File: src/rtl/diff_ddr_tx_pkg.sv
// diff_ddr_tx_pkg: link-state encoding, default line patterns and sizing helpers for the DDR tx scheduler
package diff_ddr_tx_pkg;

    typedef enum logic [1:0] {HOLDOFF, TRAIN, RUN} tx_state_e;

    localparam logic [3:0] TRAIN_PATTERN_DEF = 4'b1010;
    localparam logic [3:0] IDLE_PATTERN_DEF  = 4'b0000;

    function automatic int nibbles(input int word_width);
        return word_width / 4;
    endfunction

    function automatic int max3(input int a, input int b, input int c);
        return (a > b) ? ((a > c) ? a : c) : ((b > c) ? b : c);
    endfunction

endpackage

File: src/rtl/ddr_tx_word_shifter.sv
// ddr_tx_word_shifter: one-word holding register feeding a nibble shifter, LSB nibble first
module ddr_tx_word_shifter
    import diff_ddr_tx_pkg::*;
#(
    parameter int WORD_WIDTH = 32
) (
    input  logic                  clk,
    input  logic                  reset,
    input  logic                  capture,
    input  logic [WORD_WIDTH-1:0] in_data,
    input  logic                  load,
    output logic                  hold_valid,
    output logic                  hold_valid_next,
    output logic                  active,
    output logic                  active_next,
    output logic                  boundary,
    output logic [3:0]            nibble_next
);
    localparam int NIBBLES = nibbles(WORD_WIDTH);
    localparam int NCW     = $clog2(NIBBLES);

    logic [WORD_WIDTH-1:0] hold_data;
    logic [WORD_WIDTH-1:0] sh;
    logic [NCW-1:0]        ncnt;

    assign boundary        = active && ncnt == NCW'(NIBBLES - 1);
    assign hold_valid_next = capture || (hold_valid && !load);
    assign active_next     = load || (active && !boundary);
    assign nibble_next     = load ? hold_data[3:0] : sh[7:4];

    always_ff @(posedge clk or posedge reset) begin
        if (reset) begin
            hold_valid <= 1'b0;
            hold_data  <= '0;
            sh         <= '0;
            ncnt       <= '0;
            active     <= 1'b0;
        end else begin
            hold_valid <= hold_valid_next;
            active     <= active_next;
            if (capture)
                hold_data <= in_data;
            if (load) begin
                sh   <= hold_data;
                ncnt <= '0;
            end else if (active && !boundary) begin
                sh   <= sh >> 4;
                ncnt <= ncnt + NCW'(1);
            end
        end
    end

endmodule

File: src/rtl/diff_ddr_tx_scheduler.sv
// diff_ddr_tx_scheduler: link bring-up (holdoff, training) then word-to-nibble streaming for the x4 DDR serializer
module diff_ddr_tx_scheduler
    import diff_ddr_tx_pkg::*;
#(
    parameter int         WORD_WIDTH     = 32,
    parameter int         HOLDOFF_CYCLES = 8,
    parameter int         TRAIN_CYCLES   = 64,
    parameter logic [3:0] TRAIN_PATTERN  = TRAIN_PATTERN_DEF,
    parameter logic [3:0] IDLE_PATTERN   = IDLE_PATTERN_DEF
) (
    input  logic                  clk,
    input  logic                  reset,
    input  logic                  train_req,
    input  logic                  in_valid,
    input  logic [WORD_WIDTH-1:0] in_data,
    output logic                  in_ready,
    output logic [3:0]            data,
    output logic                  training,
    output logic                  link_up,
    output logic                  underflow
);
    localparam int CW = $clog2(max3(HOLDOFF_CYCLES, TRAIN_CYCLES, nibbles(WORD_WIDTH)));

    tx_state_e   state, state_d;
    logic [CW-1:0] cnt, cnt_d;
    logic        pending, pending_d;
    logic        go_train, load, capture;
    logic        hold_valid, hold_valid_next, active, active_next, boundary;
    logic [3:0]  nibble_next;
    logic [3:0]  data_d;
    logic        training_d, link_up_d, in_ready_d, underflow_d;

    assign capture = in_valid && in_ready;

    ddr_tx_word_shifter #(.WORD_WIDTH(WORD_WIDTH)) u_shifter (
        .clk            (clk),
        .reset          (reset),
        .capture        (capture),
        .in_data        (in_data),
        .load           (load),
        .hold_valid     (hold_valid),
        .hold_valid_next(hold_valid_next),
        .active         (active),
        .active_next    (active_next),
        .boundary       (boundary),
        .nibble_next    (nibble_next)
    );

    always_comb begin
        state_d   = state;
        cnt_d     = cnt + CW'(1);
        pending_d = 1'b0;
        go_train  = 1'b0;
        load      = 1'b0;
        case (state)
            HOLDOFF: if (cnt == CW'(HOLDOFF_CYCLES - 1)) begin
                state_d = TRAIN;
                cnt_d   = '0;
            end
            // a word held across training is loaded on the last training edge so it follows without a gap
            TRAIN: if (cnt == CW'(TRAIN_CYCLES - 1)) begin
                state_d = RUN;
                cnt_d   = '0;
                load    = hold_valid;
            end
            default: begin
                cnt_d     = cnt;
                go_train  = (pending || train_req) && (!active || boundary);
                load      = !go_train && hold_valid && (!active || boundary);
                pending_d = !go_train && (pending || train_req);
                if (go_train) begin
                    state_d = TRAIN;
                    cnt_d   = '0;
                end
            end
        endcase
    end

    assign training_d  = state_d == TRAIN;
    assign link_up_d   = state_d == RUN;
    assign in_ready_d  = link_up_d && !hold_valid_next;
    assign underflow_d = state == RUN && boundary && !load && !go_train;
    assign data_d      = training_d ? TRAIN_PATTERN : active_next ? nibble_next : IDLE_PATTERN;

    always_ff @(posedge clk or posedge reset) begin
        if (reset) begin
            state     <= HOLDOFF;
            cnt       <= '0;
            pending   <= 1'b0;
            data      <= IDLE_PATTERN;
            in_ready  <= 1'b0;
            training  <= 1'b0;
            link_up   <= 1'b0;
            underflow <= 1'b0;
        end else begin
            state     <= state_d;
            cnt       <= cnt_d;
            pending   <= pending_d;
            data      <= data_d;
            in_ready  <= in_ready_d;
            training  <= training_d;
            link_up   <= link_up_d;
            underflow <= underflow_d;
        end
    end

endmodule

File: config.mk
export PLATFORM = sky130hd
export DESIGN_NAME = diff_ddr_tx_scheduler
export DESIGN_NICKNAME = d
export VERILOG_FILES = /design/src/rtl/diff_ddr_tx_pkg.sv /design/src/rtl/ddr_tx_word_shifter.sv /design/src/rtl/diff_ddr_tx_scheduler.sv
export SDC_FILE = /design/constraint.sdc
export NUM_CORES = 1
export LEC_CHECK = 0
export CAP_MARGIN = 20
export CORE_MARGIN = 3
export CORE_UTILIZATION = 30
export CTS_CLUSTER_DIAMETER = 150
export DETAILED_ROUTE_END_ITERATION = 6
export MAX_ROUTING_LAYER = met4
export PLACE_DENSITY_LB_ADDON = 0.15
export REMOVE_ABC_BUFFERS = 1
export SYNTH_ARGS = -nofsm -noshare
export SYNTH_HDL_FRONTEND = slang
export SYNTH_HIERARCHICAL = 1
export SYNTH_SLANG_ARGS = --single-unit
File: constraint.sdc
create_clock -name clk -period 3.4 [get_ports clk]
set_input_delay 0.51 -clock clk [delete_from_list [all_inputs] [get_ports clk]]
set_output_delay 0.51 -clock clk [all_outputs]
set_load 0.1 [all_outputs]
### Word-level counts from Yosys, hierarchy flattened

Index checks and enable logic that the tools add are counted.

| operators by class | value |
|---|---|
| muxes and demuxes | 19 |
| equal/unequal tests | 7 |
| $add $sub $neg | 2 |
| reduce and logical (&&, ||, !) cells | 26 |

Operators by type and width:

| kind | number |
|---|---|
| 32-bit 2-to-1 mux | 2 |
| 6-bit 2-to-1 mux | 3 |
| 1-bit logical AND | 12 |
| 4-bit 2-to-1 mux | 3 |
| 6-bit one-hot mux with 2 select lines | 1 |
| 6-bit by 1-bit adder with 6-bit output, second input constant | 1 |
| 6-bit by 3-bit == test with 1-bit output, second input constant | 1 |
| 6-bit == test, second input constant | 1 |
| 1-bit logical NOT | 6 |
| 2-bit 2-to-1 mux | 3 |
| 3-bit 2-to-1 mux | 2 |
| 2-bit by 1-bit == test with 1-bit output, second input constant | 2 |
| 2-bit == test, second input constant | 2 |
| 1-bit logical OR | 4 |
| 2-bit one-hot mux with 2 select lines | 1 |
| 3-bit by 1-bit adder with 3-bit output, second input constant | 1 |
| 3-bit == test, second input constant | 1 |
| 1-bit 2-to-1 mux | 3 |
| 3-bit nonzero test | 1 |
| 2-bit logical NOT | 1 |
| 1-bit one-hot mux with 2 select lines | 1 |
| 2-bit nonzero test | 1 |
| 2-bit OR reduction | 1 |

| storage, ports and cells | value |
|---|---|
| word-level logic and storage cells | 67 |
| register bits after elaboration | 86 |
| output and inout port bits | 8 |
| input bits | 36 |

### Depth between registers and ports, before layout

| logic depth | value |
|---|---|
| depth in word-level cells | 13 |
| mapped depth | 13 |

### Hierarchy

Netlist, hierarchy kept.

By module, submodules not included:

| module | sequential area each (µm²) | area each (µm²) | cells an instance | times used |
|---|---|---|---|---|
| ddr_tx_word_shifter | 1626.6 | 2748.9 | 217 | 1 |
| diff_ddr_tx_scheduler | 425.4 | 793.3 | 70 | 1 |

### Worst setup path before layout

Ideal clock, no wire load.

| timing | value |
|---|---|
| path kind | reg2reg |
| start point | register u_shifter.ncnt[0] |
| end point | register data[1] |
| library setup time | 118 ps |
| stages on the path, launching flop included | 11 |
| path slack | 1133 ps |
| path buffers | 1 |
| data arrival time | 2149 ps |
| data required time | 3282 ps |
| path through | dfrtp_1 ha_1 ha_1 and2_2 nor2b_2 o21ai_2 o21ai_2 and3_1 buf_2 mux2_2 a21o_1 |

| on the way | value |
|---|---|
| elaborated cells between the ends (all ways) | 17 |

RTL lines:

| element | line | RTL |
|---|---|---|
| from (decl) | ddr_tx_word_shifter.sv:24 | `logic [NCW-1:0] ncnt;` |
| from (signal assigned) | ddr_tx_word_shifter.sv:48 | `ncnt <= ncnt + NCW'(1);` |
| 3-bit == test | ddr_tx_word_shifter.sv:26 | `assign boundary = active && ncnt == NCW'(NIBBLES - 1);` |
| 1-bit logical AND | ddr_tx_word_shifter.sv:26 |  |
| named net boundary | diff_ddr_tx_scheduler.sv:28 | `logic hold_valid, hold_valid_next, active, active_next, boundary;` |
| 1-bit logical OR | diff_ddr_tx_scheduler.sv:68 | `go_train = (pending \|\| train_req) && (!active \|\| boundary);` |
| 1-bit logical AND | diff_ddr_tx_scheduler.sv:68 |  |
| 2-bit 2-to-1 mux | diff_ddr_tx_scheduler.sv:71 | `if (go_train) begin` |
| 2-bit one-hot mux with 2 select lines | diff_ddr_tx_scheduler.sv:55 | `case (state)` |
| named net state_d[1] | diff_ddr_tx_scheduler.sv:24 | `tx_state_e state, state_d;` |
| 2-bit by 1-bit == test with 1-bit output | diff_ddr_tx_scheduler.sv:79 | `assign training_d = state_d == TRAIN;` |
| 4-bit 2-to-1 mux | diff_ddr_tx_scheduler.sv:83 | `assign data_d = training_d ? TRAIN_PATTERN : active_next ? nibble_next : IDLE_PATTERN;` |
| named net data_d[1] | diff_ddr_tx_scheduler.sv:30 | `logic [3:0] data_d;` |
| to (signal assigned) | diff_ddr_tx_scheduler.sv:99 | `data <= data_d;` |
| to (decl) | diff_ddr_tx_scheduler.sv:17 | `output logic [3:0] data,` |

The timed path passes the listed nets, and every way through them passes these cells.
A chain may end at the register's enable or synchronous reset.

### Worst setup path after layout

Same ends and word-level chain as after synthesis.

==> qor.csv <==
stage;metric;value;unit
detailed_routing;Vias;2203;
placement;routability cong.;0.778;
placement;DP HPWL;4420;um
sta;Final setup viols;0;
clock_network;post-cts resize count;0;
clock_network;CTS tree;built;
placement;placed cell area;4080;um^2
placement;IO Port Bufs;43;
power_and_ir_drop;Leak;1.78;nW
power_and_ir_drop;power share of the clock group;29.5;%
grt;vias in the first global route;2239;
power_and_ir_drop;Sequential Power Share;47.5;%
worst_hold_path;Hold EP;underflow$_DFF_PP0_;
logic_synthesis;Async SR Flop Fraction;100;%
worst_setup_path;CP Capture Type;register;
power_and_ir_drop;peak supply drop;0.448;mV
logic_synthesis;register bit total from synthesis;82;
grt;total global-route track usage;11.4;%
finish;Post-Layout Inst Area;4360;um^2
power_and_ir_drop;Power Density;712;nW/um^2
clock_network;Clock Sink Count;82;
logic_synthesis;top_reg_cell synth;dfrtp_1;
grt;initial antenna violation count;0;
worst_setup_path;reg2reg start;u_shifter/ncnt[0]$_DFFE_PP0P_;
die;core area;11500;um^2
worst_setup_path;FF-to-FF End;data[1]$_DFF_PP0_;
worst_setup_path;critical-path cell with the highest stage delay;and3_2;
worst_setup_path;Crit Path Max Fanout;23;
outcome;status;finished, final reports clean;
grt;gr ovfl total;0;
grt;largest net degree at the start of global routing;35;
clock_network;H-tree levels;3;
worst_setup_path;crit path kind;register to register;
sta;fmax;0.381;GHz
sta;Final period util;77.3;%
die;# rows;39;
detailed_routing;Post-Route WL;6670;um
sta;final hold vios;0;
clock_network;# Post-CTS Setup Buffers;0;
worst_setup_path;Largest stage delay, worst path;480;ps
clock_network;Clock Path Buffers;2;
die;I/O pin count;44;
sta;Slew @ Worst Pin;984;ps
finish;n_diodes;0;
logic_synthesis;Ys Warns;6;
power_and_ir_drop;P_int;2.17;mW
logic_synthesis;post-synthesis sequential area ratio;57.9;%
worst_hold_path;hold path depth;1;
power_and_ir_drop;Comb pwr share;23.0;%
worst_hold_path;Hold Path Origin;u_shifter/hold_valid$_DFF_PP0_;
detailed_routing;DRT iter0 DRCs;91;
detailed_routing;ANT nets after route;0;
die;die area;13100;um^2
power_and_ir_drop;Switching Power;0.935;mW
clock_network;total CTS buffers;9;
logic_synthesis;Synth area leader;dfrtp_1;
logic_synthesis;Post-synth EDFFs;0;
detailed_routing;vias per cell;4.64;
sta;RSZ-0062 raised after global routing;no;
finish;nets;368;
die;Chip Width;115;um
logic_synthesis;Syn Area/Cell;12.3;um^2
clock_network;worst skew pair latency;330;ps
sta;clk_skew;7.80;ps
die;Initial Util;30.9;%
worst_setup_path;worst path required time;3620;ps
finish;share of cells above drive strength 1;19.9;%
worst_setup_path;critical-path cell list;ha_1 -> ha_1 -> and2_2 -> nor2b_2 -> o21ai_2 -> o21ai_2 -> and3_2 -> mux2_2 -> a21o_1;
detailed_routing;First-pass DRT Iterations;4;
sta;max-slew violations;0;
detailed_routing;DRC viols;0;
worst_hold_path;Hold Path Class;register to register;
worst_setup_path;CP Data Arrival Time;2850;ps
logic_synthesis;synth cell count leaders;82 x dfrtp_1, 44 x nand2_1, 36 x mux2_2;
clock_network;CTS clock-pin slew for the worst setup and hold paths;60;ps
grt;first-pass GRT wire length;11200;um
finish;Layout Area Growth over Synthesis;23.0;%
logic_synthesis;share of the synthesized area in the top cell type;57.9;%
finish;Fill cells;1154;
logic_synthesis;top cells by area, synth;dfrtp_1 58%, mux2_2 11%, mux2i_1 6.8%;
logic_synthesis;Post-Synthesis Cells;287;
clock_network;Hold Buf Count CTS;0;
die;die extent in y;115;um
power_and_ir_drop;Net Sw Frac;30.2;%
logic_synthesis;Netlist cell types;42;
worst_setup_path;startpoint types;register;
run;max-cap viol count;0;
clock_network;root buffer cell;clkbuf_16;
worst_setup_path;slack of the worst reg-to-reg path;770;ps
worst_setup_path;reg2reg path depth;9;
logic_synthesis;most numerous cell in the Yosys netlist;dfrtp_1;
sta;Tmin final;2630;ps
detailed_routing;routed len/inst;14.0;um
logic_synthesis;area of the mapped netlist;3540;um^2
sta;worst relative slew slack;34.2;%
sta;Sum Neg Setup Slack;0;ps
[state kept, by name (all words and copies together), names as in the netlist]
register / flops
u_shifter/ncnt: 3
u_shifter/hold_data: 32
u_shifter/active: 1
u_shifter/sh: 28
pending: 1
u_shifter/hold_valid: 1
data: 4
cnt: 6
training: 1
state: 2
in_ready: 1
underflow: 1
link_up: 1
[logic make-up (layout without fill, tap and decap cells)]
group           Yosys count  after routing  share of synthesized area, %
compound gates           51             51                          9.15
xor+xnor                  2              2                         0.495
fa+ha+maj                 3              3                          1.06
buf+inv                  21             66                          3.71
flops                    82             82                          57.9
mux                      60             60                          18.2
simple gates             68             68                          9.43
[through the flow]
step                      utilization, %  cells  power (mW)  setup WS (ps)  hold WS (ps)
after floorplan                        -    271        2.00            213           426
after global placement              35.6    461        2.19            855           463
after detailed placement            35.6    461        2.22            781           464
after CTS                           38.0    475        3.15            770           487
after global routing                38.0    475        3.31            560           503
final                               38.0    475        3.10            772           477
[power groups by stage]
stage                     clock network, mW  registers [mW]  logic, mW
after floorplan                           0            1.54      0.458
after global placement                    0            1.49      0.706
after detailed placement                  0            1.49      0.725
after CTS                             0.951            1.48      0.726
after global routing                  0.987            1.51      0.804
final                                 0.914            1.47      0.714
[worst max-delay path by stage]
stage	start	end	slack, ps	cells past startpoint
CTS	u_shifter/ncnt[0]$_DFFE_PP0P_	data[1]$_DFF_PP0_	770	9
finish	u_shifter/ncnt[0]$_DFFE_PP0P_	data[1]$_DFF_PP0_	770	9
detailed placement	u_shifter/ncnt[0]$_DFFE_PP0P_	data[1]$_DFF_PP0_	780	9
global route	u_shifter/ncnt[0]$_DFFE_PP0P_	u_shifter/sh[29]$_DFFE_PP0P_	560	9
global placement	u_shifter/ncnt[0]$_DFFE_PP0P_	data[3]$_DFF_PP0_	850	9
floorplan	u_shifter/ncnt[0]$_DFFE_PP0P_	data[1]$_DFF_PP0_	210	9
[cell usage in the layout, fill, tap and decap left out, types with 2 or more instances in the layout]
master and instances:
nand4b_1 2, o21a_1 2, clkbuf_16 9, o21ai_0 13, o21ai_1 21, a21oi_1 3, clkdlybuf4s50_1 43, mux2i_1 24
buf_4 3, dfrtp_1 82, a21o_1 3, clkinv_2 3, mux2_2 36, o21ai_2 2, inv_1 4, ha_1 3
nor2_1 8, nand2_1 44
[metal layers]
layer  vias up  share of wire [%]  GRT usage (%)
li1       1079                  -              -
met1      1077                 48           14.2
met2        39                 45           17.2
met3         8                4.7           4.02
met4         0                1.4           4.04
met5         -                  0              -
[final cells by class]
| cell class | count | area [um^2] | area share [%] |
|---|---|---|---|
| Tap cell | 143 | 179 | 4.11 |
| Clock buffer | 10 | 229 | 5.26 |
| Sequential cell | 82 | 2050 | 47.1 |
| Inverter | 5 | 18.8 | 0.431 |
| Clock inverter | 4 | 45.0 | 1.03 |
| Multi-Input combinational cell | 184 | 1360 | 31.2 |
| Timing Repair Buffer | 47 | 473 | 10.9 |
[worst max-delay path, delay by kind of cell, from the launching register on]
family / cells / cell delay [ps]
AOI/OAI and AO/OA: 3 / 440
muxes: 1 / 390
DFF: 1 / 390
adders and majority gates: 2 / 420
and+or+nand+nor: 3 / 880
Power figures use the tool's default switching activity.
==> RTL edit 1: new RTL, same settings <==
Remove the register `underflow`: a continuous assignment takes its place, so the output `underflow` follows one clock earlier.
--- a/src/rtl/diff_ddr_tx_scheduler.sv
+++ b/src/rtl/diff_ddr_tx_scheduler.sv
@@ -91,7 +91,6 @@
             in_ready  <= 1'b0;
             training  <= 1'b0;
             link_up   <= 1'b0;
-            underflow <= 1'b0;
         end else begin
             state     <= state_d;
             cnt       <= cnt_d;
@@ -100,9 +99,10 @@
             in_ready  <= in_ready_d;
             training  <= training_d;
             link_up   <= link_up_d;
-            underflow <= underflow_d;
         end
     end
 
+    assign underflow = underflow_d;
+
 endmodule
 
Function: same outputs for any inputs over 10 cycles, from zero or initial values and one cycle with reset high; that may be too few to reach the edited logic, so the function may still have changed.
==> RTL edit 1 against the original RTL <==
  * Fmax down 12%
  * Sequential cell count shrank 1
  * Final area down 0.72%
  * Power shrank 3.6%
  * Highest routed layer unchanged
  * Wire length fell by 3.5%
  * Setup slack got worse by 0.36 ns
  * Largest cell class unchanged
  * Area after synthesis fell by 1.5%
  * Die area is 1.4% lower
==> RTL edit 1: results (changes against the original RTL) <==
[synthesis]
syn_avg_cell_area_sq_um = 12.16  ; -1.5%
synth_area_leaders = dfrtp_1 58%, mux2_2 12%, mux2i_1 6.9%
yosysSeqAreaShare_pct = 58.09  ; +0.16 points
yosysUniqueCellTypes = 36  ; -14%
synth_commonest_cells = 81 x dfrtp_1, 44 x nand2_1, 37 x mux2_2

[grt]
grt_max_degree = 37  ; +5.7%
grt_pass1_wl_um = 10940  ; -2.6%

[timing]
final.setup_skew_ns = 0.01065  ; +0.002849 ns
tightest_slew_ns = 0.9820  ; -0.002154 ns

[place]
dp_hpwl_um = 4187  ; -5.3%
placed_cell_area_sq_um = 4019  ; -1.6%
pre_cts_ws_ns = 0.6158  ; -0.1648 ns
gp_congestion = 0.7415  ; -4.6%
dp.cells = 457  ; -0.87%

[pwr]
ir_drop_mv = 0.3399  ; -24%
p_leak_nw = 1.726  ; -3.3%

[critical_path]
crit_path_max_incr_delay_ns = 0.54  ; +0.06 ns
crit_slowest_cell = nor4b_1

[final_layout]
stdcell_count = 473  ; -0.42%
drive_gt1_share_pct = 19.52  ; -0.36 points
fillers = 1104  ; -4.3%
final_nets = 367  ; -0.27%

[outcome]
status = complete, no violations

[routing]
vias_per_cell = 4.560  ; -1.7%
drt_iter0_drc = 88  ; -3.3%

-- RTL edit 1: changes by cell type after synthesis, sizes merged, moves of 2 or more --
cell,unedited run,this run
a21oi,4,6
a22o,1,4
and3,2,0
buf,13,15
inv,5,3
nand4b,2,0
o21ai,36,34
or3,0,2
-- RTL edit 1: final timing paths --
check | slack, ns | depth (start not counted) | to
setup / recovery | 0.41 | 7 | underflow
hold / removal | 0.48 | 2 | u_shifter/hold_data[6]$_DFFE_PP0P_
setup reg to reg | 0.62 | 9 | u_shifter/sh[30]$_DFFE_PP0P_
hold reg to reg | 0.48 | 2 | u_shifter/sh[22]$_DFFE_PP0P_
max in group asynchronous | 2.21 | 3 | u_shifter/sh[5]$_DFFE_PP0P_
min in group clk | 0.48 | 2 | u_shifter/sh[22]$_DFFE_PP0P_
-- RTL edit 1: cell type report --
| class | count | area, sq um | share of cell area, % |
|---|---|---|---|
| tap | 140 | 175.2 | 4.050 |
| multi-input combinational | 185 | 1328 | 30.69 |
| clock inverter | 6 | 67.56 | 1.562 |
| clock buffer | 10 | 239.0 | 5.525 |
| timing repair buffer | 48 | 478.0 | 11.05 |
| inverter | 3 | 11.26 | 0.2603 |
| sequential | 81 | 2027 | 46.86 |
-- RTL edit 1: routing by layer --
metal  up-vias  wire length [um]  global-route usage (%)
met2        44              2823                   16.73
met4         0                78                   4.038
met1      1027              3209                   14.04
met3         7               330                   3.236
li1       1079                 -                       -
met5         -                 0                       -
-- RTL edit 1: cell families (layout without fill, tap and decap cells) --
family / count (synthesis) / after routing / synth area share [%]
compound gates: 52 / 52 / 8.534
mux: 61 / 61 / 18.82
simple gates: 67 / 67 / 8.785
xor+xnor: 2 / 2 / 0.5021
fa+ha+maj: 3 / 3 / 1.076
flops: 81 / 81 / 58.09
buf+inv: 21 / 67 / 4.195
-- RTL edit 1: where the power goes --
group | switching [mW] | total, mW | internal (mW)
registers | 0.192 | 1.44 | 1.25
logic | 0.263 | 0.581 | 0.319
clock network | 0.378 | 0.967 | 0.590
==> RTL edit 2: new RTL, same flow settings <==
Made on the original files. `WORD_WIDTH` is set to 32 in 2 places; all go to 64.
--- a/src/rtl/ddr_tx_word_shifter.sv
+++ b/src/rtl/ddr_tx_word_shifter.sv
@@ -2,7 +2,7 @@
 module ddr_tx_word_shifter
     import diff_ddr_tx_pkg::*;
 #(
-    parameter int WORD_WIDTH = 32
+    parameter int WORD_WIDTH = 64
 ) (
     input  logic                  clk,
     input  logic                  reset,
--- a/src/rtl/diff_ddr_tx_scheduler.sv
+++ b/src/rtl/diff_ddr_tx_scheduler.sv
@@ -2,7 +2,7 @@
 module diff_ddr_tx_scheduler
     import diff_ddr_tx_pkg::*;
 #(
-    parameter int         WORD_WIDTH     = 32,
+    parameter int         WORD_WIDTH     = 64,
     parameter int         HOLDOFF_CYCLES = 8,
     parameter int         TRAIN_CYCLES   = 64,
     parameter logic [3:0] TRAIN_PATTERN  = TRAIN_PATTERN_DEF,
Interface: changed (resized in_data); port bits go from 44 to 76. The function was not compared with the original's and may differ.
==> RTL edit 2 against the original RTL <==
  * Sequential cell count up 65
  * Global-route usage increased by 2.3 points
  * Synthesized cell count increased by 79%
  * Final area increased by 81%
  * Clock power grew 100%
  * Setup slack got worse by 0.020 ns
  * Power rose by 78%
  * Wire length increased by 120%
  * Area after synthesis grew 79%
  * Critical path type unchanged
  * Largest power group unchanged
==> RTL edit 2: results (changes against the original RTL) <==
[place]
port_buffers = 75  ; +74%
pre_cts_ws_ns = 0.6943  ; -0.08638 ns
dp.cells = 818  ; +77%
gp_congestion = 0.7125  ; -8.4%

[clocking]
clkLatencyLatePin_ns = 0.43  ; +0.10 ns
cts_buffers = 17  ; +8

[final_layout]
fillers = 1995  ; +73%
drive_gt1_share_pct = 21.21  ; +1.3 points
largestRegisters = u_shifter/hold_data: 64 flops, u_shifter/sh: 60 flops, cnt: 6 flops

[routing]
wire_per_inst_um = 17.06  ; +21%
vias_per_cell = 5.159  ; +11%
drt_iter0_drc = 345  ; +280%

[critical_path]
reg2reg_depth = 10  ; +1
r2r_end = data[3]$_DFF_PP0_
arrival_ns = 2.96  ; +0.11 ns
crit_fanout = 27  ; +17%

[pwr]
ir_drop_mv = 0.3558  ; -21%
p_leak_nw = 3.296  ; +85%
p_int_mw = 3.680  ; +70%

[synthesis]
yosysSeqAreaShare_pct = 58.10  ; +0.17 points
synth_area_leaders = dfrtp_1 58%, mux2_2 12%, a2bb2oi_1 7.2%
synth_commonest_cells = 147 x dfrtp_1, 69 x mux2_2, 62 x o21ai_0
syn_inst = 514  ; +79%

[outcome]
status = complete, no violations

[timing]
whs_ns = 0.4902  ; +0.01340 ns
final.setup_skew_ns = 0.01266  ; +0.004863 ns
worst_slack_ns = 0.7524  ; -0.01980 ns

[grt]
grt_pass1_vias = 4485  ; +100%
grt_pass1_wl_um = 24060  ; +110%
grt_max_degree = 89  ; +150%
track_usage_pct = 13.70  ; +2.3 points

-- RTL edit 2: stage by stage --
step           power, mW  cell area (sq um)
3_3_place_gp       3.657               7310
6_report           5.513               7895
5_1_grt            5.827               7895
3_5_place_dp       3.697               7310
2_1_floorplan      3.180               6122
4_1_cts            5.583               7895
-- RTL edit 2: power groups by stage --
stage               clock network (mW)  logic (mW)  registers, mW
floorplan                            0       0.810           2.37
CTS                               1.91        1.33           2.34
global route                      1.98        1.46           2.38
global placement                     0        1.30           2.36
detailed placement                   0        1.33           2.37
finish                            1.86        1.31           2.34
-- RTL edit 2: worst max path at each step --
stage,depth (start not counted),startpoint,to
2_1_floorplan,9,u_shifter/active$_DFF_PP0_,data[0]$_DFF_PP0_
5_1_grt,10,u_shifter/ncnt[0]$_DFFE_PP0P_,data[3]$_DFF_PP0_
3_3_place_gp,8,train_req,data[3]$_DFF_PP0_
4_1_cts,10,u_shifter/ncnt[0]$_DFFE_PP0P_,data[3]$_DFF_PP0_
3_5_place_dp,8,train_req,data[3]$_DFF_PP0_
6_report,10,u_shifter/ncnt[0]$_DFFE_PP0P_,data[3]$_DFF_PP0_
-- RTL edit 2: kinds of logic (layout without fill, tap and decap cells) --
group                      Yosys count  in the layout  synth area share [%]
AOI/OAI and AO/OA                  198            198                 21.32
adders and majority gates            2              2                0.3952
and+or+nand+nor                     44             44                 4.111
buffers and inverters               53            119                 3.656
muxes                               69             69                 12.27
xor gates and xnor gates             1              1                0.1384
DFF                                147            147                 58.10
-- RTL edit 2: final cells by class --
type | count | area share, %
flip-flops and latches | 147 | 46.61
multi-input cells | 314 | 30.79
repair buffers | 81 | 10.55
clock buffers | 20 | 5.784
well taps | 270 | 4.279
clock inverters | 12 | 1.632
inverters | 6 | 0.3487
-- RTL edit 2: per-layer routing --
metal	GRT usage (%)	part of all wire [%]	vias to the layer above
li1	-	-	2052
met1	19.55	49	2221
met2	19.25	46	104
met3	3.142	4.3	8
met4	4.488	0.57	0
met5	-	0	-
